--- config.mk ---
export PLATFORM = sky130hd
export DESIGN_NAME = mips_controller
export DESIGN_NICKNAME = d
export VERILOG_FILES = /design/src/rtl/mips_controller.sv
export SDC_FILE = /design/constraint.sdc
export NUM_CORES = 1
export LEC_CHECK = 0
export CORE_MARGIN = 4
export CORE_UTILIZATION = 39
export DETAILED_ROUTE_END_ITERATION = 12
export PLACE_DENSITY = 0.85
export SKIP_LAST_GASP = 1
export SYNTH_ARGS = -nofsm -noshare
export SYNTH_HDL_FRONTEND = slang
export SYNTH_SLANG_ARGS = --single-unit
--- constraint.sdc ---
create_clock -name clk -period 2 [get_ports clk]
set_input_delay 0.3 -clock clk [delete_from_list [all_inputs] [get_ports clk]]
set_output_delay 0.3 -clock clk [all_outputs]
set_load 0.01 [all_outputs]
--- src/rtl/mips_controller.sv ---
// Multicycle MIPS control FSM: fetches a 32-bit instruction a byte per cycle, then sequences LB/SB/R-type/BEQ/J.
// Optional ADDI support is compiled in with `define MIPS_CONTROLLER_ADDI_EN.
module mips_controller (
  input  logic       clk,
  input  logic       reset,
  input  logic [5:0] op,
  input  logic [5:0] funct,
  input  logic       zero,
  output logic       pcen,
  output logic       iord,
  output logic [3:0] irwrite,
  output logic       memread,
  output logic       memwrite,
  output logic       regdst,
  output logic       memtoreg,
  output logic       regwrite,
  output logic       alusrca,
  output logic [1:0] alusrcb,
  output logic [2:0] alucont,
  output logic [1:0] pcsource,
  output logic [3:0] state
);

  typedef enum logic [3:0] {
    FETCH1  = 4'd0,
    FETCH2  = 4'd1,
    FETCH3  = 4'd2,
    FETCH4  = 4'd3,
    DECODE  = 4'd4,
    MEMADR  = 4'd5,
    LBRD    = 4'd6,
    LBWR    = 4'd7,
    SBWR    = 4'd8,
    RTYPEEX = 4'd9,
    RTYPEWR = 4'd10,
    BEQEX   = 4'd11,
    JEX     = 4'd12,
    ADDIEX  = 4'd13,
    ADDIWR  = 4'd14,
    UNUSED  = 4'd15
  } stateT;

  localparam logic [5:0] OP_LB    = 6'b100000;
  localparam logic [5:0] OP_SB    = 6'b101000;
  localparam logic [5:0] OP_RTYPE = 6'b000000;
  localparam logic [5:0] OP_BEQ   = 6'b000100;
  localparam logic [5:0] OP_J     = 6'b000010;
  localparam logic [5:0] OP_ADDI  = 6'b001000;

  stateT state_q, state_d;

  logic       pcenRaw;
  logic [3:0] irwriteRaw;
  logic       memreadRaw;
  logic       memwriteRaw;
  logic       regwriteRaw;

  always_ff @(posedge clk) begin
    if (reset) state_q <= FETCH1;
    else       state_q <= state_d;
  end

  // Moore decode of the state register; only BEQEX looks at zero.
  always_comb begin
    state_d     = FETCH1;
    pcenRaw     = 1'b0;
    iord        = 1'b0;
    irwriteRaw  = 4'b0000;
    memreadRaw  = 1'b0;
    memwriteRaw = 1'b0;
    regdst      = 1'b0;
    memtoreg    = 1'b0;
    regwriteRaw = 1'b0;
    alusrca     = 1'b0;
    alusrcb     = 2'b00;
    alucont     = 3'b000;
    pcsource    = 2'b00;
    case (state_q)
      FETCH1, FETCH2, FETCH3, FETCH4: begin
        memreadRaw = 1'b1;
        irwriteRaw = 4'b0001 << state_q[1:0];
        alusrcb    = 2'b01;
        alucont    = 3'b010;
        pcenRaw    = 1'b1;
        state_d    = (state_q == FETCH4) ? DECODE : stateT'(state_q + 4'd1);
      end
      DECODE: begin
        alusrcb = 2'b11;
        alucont = 3'b010;
        case (op)
          OP_LB, OP_SB: state_d = MEMADR;
          OP_RTYPE:     state_d = RTYPEEX;
          OP_BEQ:       state_d = BEQEX;
          OP_J:         state_d = JEX;
`ifdef MIPS_CONTROLLER_ADDI_EN
          OP_ADDI:      state_d = ADDIEX;
`endif
          default:      state_d = FETCH1;
        endcase
      end
      MEMADR: begin
        alusrca = 1'b1;
        alusrcb = 2'b10;
        alucont = 3'b010;
        state_d = (op == OP_LB) ? LBRD : SBWR;
      end
      LBRD: begin
        memreadRaw = 1'b1;
        iord       = 1'b1;
        state_d    = LBWR;
      end
      LBWR: begin
        regwriteRaw = 1'b1;
        memtoreg    = 1'b1;
      end
      SBWR: begin
        memwriteRaw = 1'b1;
        iord        = 1'b1;
      end
      RTYPEEX: begin
        alusrca = 1'b1;
        case (funct)
          6'b100000: alucont = 3'b010;
          6'b100010: alucont = 3'b110;
          6'b100100: alucont = 3'b000;
          6'b100101: alucont = 3'b001;
          6'b101010: alucont = 3'b111;
          default:   alucont = 3'b010;
        endcase
        state_d = RTYPEWR;
      end
      RTYPEWR: begin
        regwriteRaw = 1'b1;
        regdst      = 1'b1;
      end
      BEQEX: begin
        alusrca  = 1'b1;
        alucont  = 3'b110;
        pcsource = 2'b01;
        pcenRaw  = zero;
      end
      JEX: begin
        pcsource = 2'b10;
        pcenRaw  = 1'b1;
      end
`ifdef MIPS_CONTROLLER_ADDI_EN
      ADDIEX: begin
        alusrca = 1'b1;
        alusrcb = 2'b10;
        alucont = 3'b010;
        state_d = ADDIWR;
      end
      ADDIWR: begin
        regwriteRaw = 1'b1;
      end
`endif
      default: state_d = FETCH1;
    endcase
  end

  // Write strobes are held off while reset is asserted so no mid-instruction side effect escapes.
  assign pcen     = pcenRaw & ~reset;
  assign irwrite  = irwriteRaw & {4{~reset}};
  assign memread  = memreadRaw & ~reset;
  assign memwrite = memwriteRaw & ~reset;
  assign regwrite = regwriteRaw & ~reset;
  assign state    = state_q;

endmodule

==> flow_summary.ini <==
[setup_path]
startpoint_type = flip-flop
cp_max_fo = 5
end_kind = primary output
arrival_ns = 1.65
rrSetupSlack_ns = 0.49
worstSetupPathType = flip-flop to primary output
crit_required_ns = 1.70

[die]
initial_core_util = 0.437
core-area_um2 = 1380
rows = 13
die_x_um = 47.4
dieArea_um2 = 2240
pin_count = 38
die_h_um = 47.4

[power_and_ir_drop]
leakagePower_nw = 0.614
clkPwrFrac = 0.116
ir_drop_v = 0.000438
internal-power_w = 0.000535
power_frac_comb = 0.728
switching_power_w = 0.000439
power_frac_seq = 0.156
power.density_nw_per_um2 = 831
p_sw_frac = 0.451

[clock_network]
numCtsBuffers = 3
insertion_delay_ns = 0.25
htree_levels = 1
cts_hold_buf = 0
cts-root-buf = clkbuf_4
postCtsResizedCells = 14
cts_max_path_buffers = 2
cts_tree = done
cts.clk_slew.worst_paths_ns = 0.04
cts_sinks = 4
post_cts_buffers = 0

[placed_design]
placed_area_um2 = 1030
dp.cells = 145
dp_hpwl_um = 1680
dpl_worst_slack_ns = -0.238
gp_congestion = 0.869
portBuffers = 37

[global_route]
grt_pass1_wl_um = 3520
busiest_layer = met2
antenna_found_initial = 0
use_met1 = 0.276
met2_usage = 0.369
grt_use_total = 0.220
grt_overflow = 0
grt_pass1_vias = 799
grt_use_met3 = 0.0307
grt_max_degree = 11

[finish]
largest_reg_flops = 4
regArea_um2 = 85.1
final_cell_mix = clkdlybuf4s50_1, dlymetal6s2s_1, nor2_1
final.fill_count = 86
mostFrequentLayoutCell = clkdlybuf4s50_1
final_cell_count_no_fill = 148
fin_nets = 154
utilization = 0.849
drive_gt1_frac = 0.241
multiInputGateArea_um2 = 562
synthToLayoutAreaGrowth_pct = 94.2
num_antenna_cells = 0
stdcell_area_um2 = 1170

[timing]
fin_crit_ns = 1.95
final_max_slew_viol_count = 0
rsz0062_at_grt = no
post-route-period-util = 0.974
max_freq_ghz = 0.513
finalWorstSetupSlack_ns = 0.0515
hold_viol_final = 0
finClkSkew_ns = 0.00234
worstMarginPinSlew_ns = 0.378
relSlewSlack = 0.745
finalSetupViolations = 0

[synth]
async_reset_ff_frac = 0
synth_area_um2 = 604
ys_ff_latch = 4
synth.net_count = 108
synth_seq_area_share = 0.133
synthFlopType = dfxtp_1
synth_cell_types = 31
syn_avg_cell_area_um2 = 6.79
yosysWarnings = 0
synth_edf_count = 0
syn_inst = 89

[route]
routed_wl_um = 2570
routed_via_density = 5.78
ant_nets = 0
drtPass1Iterations = 4
drc = 0
vias = 856
wire_per_inst_um = 17.4
drt-initial-drc-count = 30

[job]
maxCapViolations = 0

[min_path]
hold_path.class = input pin to flip-flop

[status]
status = finished clean
[per-stage QoR]
step	hold WS [ns]	power, W	setup TNS, ns
after floorplan	0.369	0.000443	0
after global placement	0.659	0.000728	-0.626
after detailed placement	0.679	0.000742	-0.789
after CTS	0.685	0.000891	-0.837
after global routing	0.575	0.00103	0
final	0.524	0.000975	0
[power groups by stage]
stage	Combinational, W	Sequential [W]	Clock [W]
6_report	0.000710	0.000152	0.000113
4_1_cts	0.000649	0.000136	0.000106
2_1_floorplan	0.000308	0.000135	0
3_5_place_dp	0.000613	0.000130	0
3_3_place_gp	0.000600	0.000129	0
5_1_grt	0.000759	0.000156	0.000116
[synth_stat cells (3+ instances only)]
master	instances	area, um^2
nor2_1	13	48.8
and2_1	7	43.8
nand2_1	7	26.3
a21oi_1	6	30.0
o21ai_0	6	30.0
inv_1	5	18.8
dfxtp_1	4	80.1
ha_1	4	50.1
nor2b_1	4	25.0
nor3_1	4	20.0
a31oi_1	3	18.8
clkbuf_1	3	11.3
nor3b_1	3	22.5
[critical path: stages, from the launching register on]
cell and delay, ns:
dfxtp_2 0.36, inv_2 0.11, ha_4 0.19, nor2_2 0.05
nor3_1 0.13, clkdlybuf4s50_1 0.56
[area by class of cell]
class                   instances  share of cell area
clock buffers                   3              0.0192
inverters                       5              0.0160
multi-input cells              75               0.479
flip-flops and latches          4              0.0725
well taps                      15              0.0160
repair buffers                 46               0.398
[path summary, 6_finish.rpt]
check                        endpoint  depth (start not counted)                 from
setup reg to reg  state[2]$_SDFF_PP0_                          6  state[0]$_SDFF_PP0_
hold reg to reg   state[2]$_SDFF_PP0_                          2  state[2]$_SDFF_PP0_
hold / removal    state[3]$_SDFF_PP0_                          3                reset
setup / recovery           alusrcb[1]                          5  state[0]$_SDFF_PP0_
[metal layers]
metal  vias up  share of wire
li1        405              -
met1       387           0.41
met2        54           0.48
met3        10          0.084
met4         0          0.021
met5         -              0
[cell families after synthesis]
family                     Yosys count  synth area share
adders and majority gates            4            0.0828
muxes                                2            0.0352
and+or+nand+nor                     45             0.412
DFF                                  4             0.133
buffers and inverters               10            0.0766
AOI/OAI and AO/OA                   24             0.261
(Power assumes the default switching activity.)
